[src/rtl/cu_pkg.sv]
// Shared types and constants for the hardwired control unit: state encoding, opcodes and the
// packed control word driven onto the datapath.
package cu_pkg;

  typedef enum logic [2:0] {
    INIT    = 3'd0,
    IDLE    = 3'd1,
    FETCH_L = 3'd2,
    FETCH_H = 3'd3,
    EXEC1   = 3'd4,
    EXEC2   = 3'd5,
    HALT    = 3'd6
  } state_t;

  localparam logic [3:0] OP_LDI = 4'h0;
  localparam logic [3:0] OP_LD  = 4'h1;
  localparam logic [3:0] OP_ST  = 4'h2;
  localparam logic [3:0] OP_MOV = 4'h3;
  localparam logic [3:0] OP_INC = 4'h4;
  localparam logic [3:0] OP_DEC = 4'h5;
  localparam logic [3:0] OP_CLR = 4'h6;
  localparam logic [3:0] OP_BRA = 4'h7;
  localparam logic [3:0] OP_HLT = 4'hF;

  localparam logic [3:0] ALU_PASS_A_DEFAULT = 4'h0;

  typedef struct packed {
    logic [1:0] outasel;
    logic [1:0] outbsel;
    logic [1:0] funsel_IR;
    logic [1:0] funsel_arf;
    logic [1:0] funsel_rf;
    logic [3:0] funsel_alu;
    logic [3:0] regsel_rf;
    logic [3:0] regsel_arf;
    logic [3:0] rf_tsel;
    logic       wrMEM;
    logic       csMEM;
    logic       IR_enable;
    logic       IR_lh;
    logic       MUXSelC;
    logic [1:0] MUXSelA;
    logic [1:0] MUXSelB;
    logic [2:0] rf_o1sel;
    logic [2:0] rf_o2sel;
  } ctrl_t;

  // Every register enable off, memory deselected.
  localparam ctrl_t CTRL_IDLE = '{
    outasel: 2'b00, outbsel: 2'b00, funsel_IR: 2'b00, funsel_arf: 2'b00, funsel_rf: 2'b00,
    funsel_alu: 4'h0, regsel_rf: 4'h0, regsel_arf: 4'h0, rf_tsel: 4'h0,
    wrMEM: 1'b0, csMEM: 1'b1, IR_enable: 1'b0, IR_lh: 1'b0, MUXSelC: 1'b0,
    MUXSelA: 2'b00, MUXSelB: 2'b00, rf_o1sel: 3'b000, rf_o2sel: 3'b000
  };

  // Field n addresses R(n+1): write enable is bit (3-n), read select is 3'b100 + n.
  function automatic logic [3:0] rf_onehot(input logic [1:0] n);
    return 4'b1000 >> n;
  endfunction

  function automatic logic [2:0] rf_rdsel(input logic [1:0] n);
    return {1'b1, n};
  endfunction

endpackage

[src/rtl/cu_decoder.sv]
// Combinational decode of (state, IR) into the datapath control word.
module cu_decoder
  import cu_pkg::*;
(
  input  state_t      state,
  input  logic [15:0] ir_out,
  input  logic [3:0]  alu_pass,
  output ctrl_t       cw
);

  logic [3:0] op;
  logic [1:0] rd;
  logic [1:0] rs;
  logic       unused_imm;

  assign op = ir_out[15:12];
  assign rd = ir_out[11:10];
  assign rs = ir_out[9:8];
  // The immediate reaches the datapath through the IR LSB mux path, not through this block.
  assign unused_imm = ^ir_out[7:0];

  always_comb begin
    cw = CTRL_IDLE;
    case (state)
      INIT: begin
        cw.regsel_arf = 4'b0001;
        cw.funsel_arf = 2'b00;
        cw.IR_enable  = 1'b1;
        cw.funsel_IR  = 2'b00;
      end
      FETCH_L, FETCH_H: begin
        cw.outbsel    = 2'b11;
        cw.csMEM      = 1'b0;
        cw.wrMEM      = 1'b0;
        cw.IR_enable  = 1'b1;
        cw.funsel_IR  = 2'b01;
        cw.IR_lh      = (state == FETCH_H);
        cw.regsel_arf = 4'b0001;
        cw.funsel_arf = 2'b11;
      end
      EXEC1: begin
        case (op)
          OP_LDI: begin
            cw.MUXSelA   = 2'd2;
            cw.regsel_rf = rf_onehot(rd);
            cw.funsel_rf = 2'b01;
          end
          OP_LD, OP_ST: begin
            cw.MUXSelB    = 2'd2;
            cw.regsel_arf = 4'b1000;
            cw.funsel_arf = 2'b01;
          end
          OP_MOV: begin
            cw.rf_o1sel   = rf_rdsel(rs);
            cw.MUXSelC    = 1'b0;
            cw.funsel_alu = alu_pass;
            cw.MUXSelA    = 2'd0;
            cw.regsel_rf  = rf_onehot(rd);
            cw.funsel_rf  = 2'b01;
          end
          OP_INC: begin
            cw.regsel_rf = rf_onehot(rd);
            cw.funsel_rf = 2'b11;
          end
          OP_DEC: begin
            cw.regsel_rf = rf_onehot(rd);
            cw.funsel_rf = 2'b10;
          end
          OP_CLR: begin
            cw.regsel_rf = rf_onehot(rd);
            cw.funsel_rf = 2'b00;
          end
          OP_BRA: begin
            cw.MUXSelB    = 2'd2;
            cw.regsel_arf = 4'b0001;
            cw.funsel_arf = 2'b01;
          end
          default: ;
        endcase
      end
      EXEC2: begin
        if (op == OP_LD) begin
          cw.outbsel   = 2'b00;
          cw.csMEM     = 1'b0;
          cw.MUXSelA   = 2'd1;
          cw.regsel_rf = rf_onehot(rd);
          cw.funsel_rf = 2'b01;
        end else if (op == OP_ST) begin
          cw.rf_o1sel   = rf_rdsel(rd);
          cw.MUXSelC    = 1'b0;
          cw.funsel_alu = alu_pass;
          cw.outbsel    = 2'b00;
          cw.csMEM      = 1'b0;
          cw.wrMEM      = 1'b1;
        end
      end
      default: ;
    endcase
  end

endmodule

[src/rtl/control_unit.sv]
// Hardwired sequencer: two-byte fetch, 1-2 cycle execute, halt until reset.
// Holds the state register and next-state logic; control words come from cu_decoder.
module control_unit
  import cu_pkg::*;
#(
  parameter logic [3:0] ALU_PASS_A = ALU_PASS_A_DEFAULT
) (
  input  logic        clock,
  input  logic        reset,
  input  logic        run,
  input  logic [15:0] ir_out,
  output logic        halted,
  output logic [2:0]  state_o,
  output logic [1:0]  outasel,
  output logic [1:0]  outbsel,
  output logic [1:0]  funsel_IR,
  output logic [1:0]  funsel_arf,
  output logic [1:0]  funsel_rf,
  output logic [3:0]  funsel_alu,
  output logic [3:0]  regsel_rf,
  output logic [3:0]  regsel_arf,
  output logic [3:0]  rf_tsel,
  output logic        wrMEM,
  output logic        csMEM,
  output logic        IR_enable,
  output logic        IR_lh,
  output logic        MUXSelC,
  output logic [1:0]  MUXSelA,
  output logic [1:0]  MUXSelB,
  output logic [2:0]  rf_o1sel,
  output logic [2:0]  rf_o2sel
);

  state_t state;
  state_t state_next;
  ctrl_t  cw_dec;
  ctrl_t  cw;

  always_ff @(posedge clock or posedge reset) begin
    if (reset) state <= INIT;
    else       state <= state_next;
  end

  always_comb begin
    state_next = state;
    case (state)
      INIT:    state_next = IDLE;
      IDLE:    if (run) state_next = FETCH_L;
      FETCH_L: state_next = FETCH_H;
      FETCH_H: state_next = EXEC1;
      EXEC1: begin
        if (ir_out[15:12] == OP_LD || ir_out[15:12] == OP_ST) state_next = EXEC2;
        else if (ir_out[15:12] == OP_HLT)                      state_next = HALT;
        else                                                   state_next = FETCH_L;
      end
      EXEC2:   state_next = FETCH_L;
      HALT:    state_next = HALT;
      default: state_next = INIT;
    endcase
  end

  cu_decoder u_decoder (
    .state    (state),
    .ir_out   (ir_out),
    .alu_pass (ALU_PASS_A),
    .cw       (cw_dec)
  );

  // Mask the word while reset is high so an in-flight write cannot land.
  assign cw = reset ? CTRL_IDLE : cw_dec;

  assign halted     = (state == HALT);
  assign state_o    = state;
  assign outasel    = cw.outasel;
  assign outbsel    = cw.outbsel;
  assign funsel_IR  = cw.funsel_IR;
  assign funsel_arf = cw.funsel_arf;
  assign funsel_rf  = cw.funsel_rf;
  assign funsel_alu = cw.funsel_alu;
  assign regsel_rf  = cw.regsel_rf;
  assign regsel_arf = cw.regsel_arf;
  assign rf_tsel    = cw.rf_tsel;
  assign wrMEM      = cw.wrMEM;
  assign csMEM      = cw.csMEM;
  assign IR_enable  = cw.IR_enable;
  assign IR_lh      = cw.IR_lh;
  assign MUXSelC    = cw.MUXSelC;
  assign MUXSelA    = cw.MUXSelA;
  assign MUXSelB    = cw.MUXSelB;
  assign rf_o1sel   = cw.rf_o1sel;
  assign rf_o2sel   = cw.rf_o2sel;

endmodule

[config.mk]
export PLATFORM = sky130hd
export DESIGN_NAME = control_unit
export DESIGN_NICKNAME = d
export VERILOG_FILES = /design/src/rtl/cu_pkg.sv /design/src/rtl/cu_decoder.sv /design/src/rtl/control_unit.sv
export SDC_FILE = /design/constraint.sdc
export NUM_CORES = 1
export LEC_CHECK = 0
export ABC_AREA = 1
export ABC_CLOCK_PERIOD_IN_PS = 1700
export BUFFER_PORTS_ARGS = -buffer_cell sky130_fd_sc_hd__buf_4
export CAP_MARGIN = 25
export CORE_ASPECT_RATIO = 1.2
export CORE_MARGIN = 5
export CORE_UTILIZATION = 36
export CTS_BUF_LIST = sky130_fd_sc_hd__clkbuf_16
export DETAILED_ROUTE_END_ITERATION = 8
export PLACE_DENSITY_LB_ADDON = 0.25
export SLEW_MARGIN = 10
export SYNTH_ARGS = -nofsm -noshare
export SYNTH_HDL_FRONTEND = slang
export SYNTH_SLANG_ARGS = --single-unit
[constraint.sdc]
create_clock -name clock -period 1.7 [get_ports clock]
set_input_delay 0.34 -clock clock [delete_from_list [all_inputs] [get_ports clock]]
set_output_delay 0.34 -clock clock [all_outputs]
set_load 0.02 [all_outputs]
-- Yosys cells after proc, flatten, opt, wreduce, memory -nomap -nowiden
Index checks and enable logic that the tools add are counted.
- shift operators: 1
- reduce and logical (&&, ||, !) cells: 9
- equal/unequal tests: 15
- mux-type cells: 30
- operators with widths (cell ; number):
    two-way mux 39 bit ; 1
    one-hot mux 3 bit (7 select lines) ; 1
    one-hot mux 10 bit (2 select lines) ; 1
    two-way mux 3 bit ; 6
    equality test 4 x 3 -> 1 bit, second input constant ; 4
    one-hot mux 4 bit (2 select lines) ; 2
    one-hot mux 2 bit (2 select lines) ; 3
    two-way mux 2 bit ; 5
    equality test 3 bit, second input constant ; 3
    equality test 4 x 2 -> 1 bit, second input constant ; 2
    two-way mux 4 bit ; 2
    two-way mux 1 bit ; 7
    equality test 3 x 2 -> 1 bit, second input constant ; 2
    one-hot mux 2 bit (3 select lines) ; 1
    one-hot mux 3 bit (2 select lines) ; 1
    OR reduction 2 bit ; 3
    OR reduction 3 bit ; 2
    OR reduction 5 bit ; 1
    equality test 4 x 1 -> 1 bit, second input constant ; 1
    equality test 4 bit, second input constant ; 1
    logical NOT 4 bit ; 1
    >> shifter 4 x 2 -> 4 bit, first input constant ; 1
    equality test 3 x 1 -> 1 bit, second input constant ; 1
    logical NOT 3 bit ; 1
    other kinds (2) ; 2
- input port bits: 19
- word-level logic and storage cells: 56
- register bits: 3
- output and inout bits: 45

-- Depth between registers and ports, before layout
- word-level depth: 5
- mapped depth: 8
- gate-level depth less buffers: 8

-- By module
Synthesis repeated with hierarchy kept, for this count alone.
- cells, all modules: 205
- area total of the unflattened synthesis: 1031.0 um2
- modules (own cells, without submodules) (module ; cells each ; area each (um2) ; sequential area each (um2) ; instances):
    control_unit ; 116 ; 543.0 ; 75.1 ; 1
    cu_decoder ; 89 ; 488.0 ; 0.0 ; 1

-- Least setup slack after synthesis
OpenSTA, ideal clock, no wires.
- kind: register to output
- from: register state[0] (netlist: state_o[0])
- to: output funsel_rf[1]
- cell stages (with the launch flop): 6
- arrival time: 1.384 ns
- path slack: -0.024 ns
- required time: 1.360 ns
- path buffers: 0
- cells stage by stage: dfrtp_1 > nor2_2 > nand2_2 > inv_2 > nand2_2 > nor3_1
- longest elaborated chain between the ends: 3
- elaborated cells on any way between the ends: 4
- classes of those cells: eq/ne: 2; mux: 2
- ends and longest elaborated chain (item ; RTL line ; text):
    from (decl) ; control_unit.sv:34 ; state_t state;
    from (signal assigned) ; control_unit.sv:41 ; else state <= state_next;
    equality test 3 bit ; cu_decoder.sv:24 ; case (state)
    one-hot mux 10 bit (2 select lines) (*) ; cu_decoder.sv:24 ;
    two-way mux 39 bit (*) ; control_unit.sv:70 ; assign cw = reset ? CTRL_IDLE : cw_dec;
    to (decl) ; control_unit.sv:18 ; output logic [1:0] funsel_rf,
Every way passes the cells marked *; elsewhere a longest branch is shown, timed or not.

-- Final worst setup path
- from: register state[1] (netlist: state_o[1])
- to: output regsel_rf[3]
- longest elaborated chain between the ends: 3
- elaborated cells on any way between the ends: 4
- classes of those cells: eq/ne: 2; mux: 2
- ends and longest elaborated chain (item ; RTL line ; text):
    equality test 3 bit ; cu_decoder.sv:24 ;
    one-hot mux 10 bit (2 select lines) (*) ; cu_decoder.sv:24 ;
    two-way mux 39 bit (*) ; control_unit.sv:70 ;
    to (decl) ; control_unit.sv:20 ; output logic [3:0] regsel_rf,
Marked as above.

==> metrics.csv <==
metric;value;unit
root buf cell;clkbuf_16;
total overflow reported by the global router;0;
Crit path largest cell delay;0.45;ns
status;finished, violations left;
violations in the final reports;negative setup slack;
pin count of the biggest net entering global routing;13;
crit end category;output port;
maximum count of clock buffers along a single path;2;
IO Count;64;
growth of design area from synthesis to finish;82.00;%
antenna diode count;0;
TritonCTS Buffers;3;
endpoints failing hold;0;
final routed DRC violation total;0;
arrival time of the worst setup path;1.47;ns
number of levels the H-tree was split into;1;
post-route setup slack;-0.1099;ns
final cycle utilization of the critical path;106.5;%
number of standard cells after synthesis;123;
chip width;49.51;um
area of the core;1808;um^2
M1 GR Usage;15.20;%
Finish-stage setup viols;12;
Most Used Layer, Global Route;met2;
# rows;17;
RSZ-0062 raised after global routing;yes;
count of vias placed by the detailed router;924;
leakage power of the design;0.0006992;uW
via count of the first global-routing pass;880;
maximum clock frequency;552.5;MHz
NumNets Final;193;
antenna-violating nets left;0;
number of hold-repair buffers added at the cts stage;0;
grt met3 use;4.178;%
WS Path Type;flip-flop to output port;
largest area contributor in the synthesized netlist;buf_4;
critical path's top delay family;flip-flops;
post-detailed-route via-to-cell ratio;4.813;
Seq/Total Area, Yosys;11.13;%
cell area after synthesis;674.4;um^2
Final GP Congestion;0.8172;
clk sinks;3;
post-layout power;1575;uW
number of filler instances in the final layout;157;
met2 global-route usage;27.99;%
count of maximum capacitance violations;0;
DRT Wirelength;2.406;mm
worst-path cell chain;nor2_4 -> nand2_4 -> nor2_4 -> a21oi_1 -> a21oi_1 -> buf_4;
number of antenna violations at the first check in global routing;0;
crit path launch type;flip-flop;
final sum of negative setup slack;-0.7074;ns
cell with the largest stage delay on the worst path;dfrtp_2;
average routed wire per standard cell;12.53;um
min-delay worst type;input pin to async pin;
number of distinct library cell variants in the gate-level netlist after synthesis;20;
Max Fanout on Critical Path;5;
floorplan die height;57.41;um
area share of the leading cell type in the synthesized netlist;22.26;%
YS warnings;0;
Bufs and invs on worst path;1;
CTS clock-pin slew for the worst setup and hold paths;0.03;ns
largest cells by area after synthesis;buf_4 (22%), nand2_1 (14%), nor2_1 (12%), dfrtp_1 (11%), a21oi_1 (7.4%);
HPWL reported at the end of detailed placement;1.669;mm
Total Routing Usage GR;14.69;%
PortBufs;37;
proportion of layout cells with a drive suffix above 1;52.60;%
global-route wire length before repair;3.505;mm
Pwr per Cell Area;1283;nW/um^2
Die Area;2842;um^2
Final Max Tran Viols;0;
peak ir drop on the vdd network;674.4;uV
First-pass DRT Iterations;4;
minimum clock period after layout;1.810;ns
clock tree from TritonCTS;built;
synthesized area divided by synthesized cell count;5.483;um^2
tightest hold margin;0.2988;ns
starting utilization of the core area;37.30;%
flip-flop and latch count after synthesis;3;
Initial DRC Count;32;
flip-flop count of the largest register after layout;3;
Clk Latency, worst-skew pair;0.22;ns
Layout Skew;0.001713;ns
Data required, critical path;1.36;ns
## synth_stat cells
cell,instances
o211ai_1,1
inv_2,3
nor2_4,1
nand3_2,1
inv_1,12
o22ai_1,2
nand4_1,3
nand2_1,26
nor2_2,3
nor3_1,3
or2_1,1
dfrtp_1,3
nand3_1,5
o21ai_0,1
a21oi_1,10
nor2_1,22
clkbuf_1,1
conb_1,1
buf_4,20
nand2_2,4
## worst min-delay path, delay by kind of cell
family                 cells  cell delay [ns]
buffers and inverters      3             0.50
## path summary, 6_finish.rpt
path | start | to | slack, ns | depth (start not counted)
max | state_o[1]$_DFFE_PP0P_ | regsel_rf[3] | -0.11 | 6
min | reset | state_o[2]$_DFFE_PP0P_ | 0.30 | 3
max reg2reg | state_o[1]$_DFFE_PP0P_ | state_o[2]$_DFFE_PP0P_ | 0.48 | 7
min reg2reg | state_o[0]$_DFFE_PP0P_ | state_o[0]$_DFFE_PP0P_ | 0.70 | 3
max in group asynchronous | reset | state_o[0]$_DFFE_PP0P_ | 1.29 | 3
min in group clock | run | state_o[0]$_DFFE_PP0P_ | 0.45 | 4
## area by class of cell
type                    instances  area (um^2)  share of cell area [%]
clock buffers                   3        75.07                   6.116
well taps                      19        23.77                   1.937
repair buffers                 50        409.1                   33.33
multi-input cells             101        573.1                   46.69
inverters                      15        63.81                   5.199
flip-flops and latches          3        78.83                   6.422
clock inverters                 1        3.754                  0.3058
## per-layer routing
metal | part of all wire (%) | wire [um]
met1 | 36 | 877
met2 | 54 | 1295
met3 | 9.1 | 219
met4 | 0.58 | 14
met5 | 0 | 0
## power by group
group	internal (uW)	switching, uW
Sequential	115	80.0
Combinational	427	581
Clock	304	69.0
## placed cells by master (no fill, tap or decap), types with 4 or more instances in the layout
cell type  instances
nand2_1           17
conb_1            18
nor2_4             4
nand2_2            7
nand2_4            6
nor2_2             4
inv_1             12
buf_6              9
nor2_1            18
buf_4             41
nand3_1            4
a21oi_1            6
a21oi_2            4
## per-stage QoR
step | setup slack (ns) | instances | utilization, % | area, um^2
finish | -0.1099 | 192 | 67.89 | 1227
global route | -0.1777 | 192 | 67.89 | 1227
CTS | -0.09036 | 187 | 61.25 | 1107
detailed placement | 0.03639 | 179 | 51.56 | 932.1
global placement | 0.04716 | 179 | 51.56 | 932.1
floorplan | -0.002597 | 140 | - | 754.5
## cells by family (layout without fill, tap and decap cells)
kind of cell | count (synthesis) | in the layout | share of synthesized area, %
AOI/OAI and AO/OA | 14 | 14 | 11.13
buffers and inverters | 36 | 69 | 31.17
DFF | 3 | 3 | 11.13
other | 1 | 18 | 0.5561
and+or+nand+nor | 69 | 69 | 46.01
## what timing repair did
action | in CTS | in global routing
buffers inserted | 4 | 5
endpoints found under the hold margin | 0 | 0
endpoints found under the setup margin | 15 | 18
pin swaps | 5 | 14
gates resized for setup | 20 | 23
(Power assumes the default switching activity.)
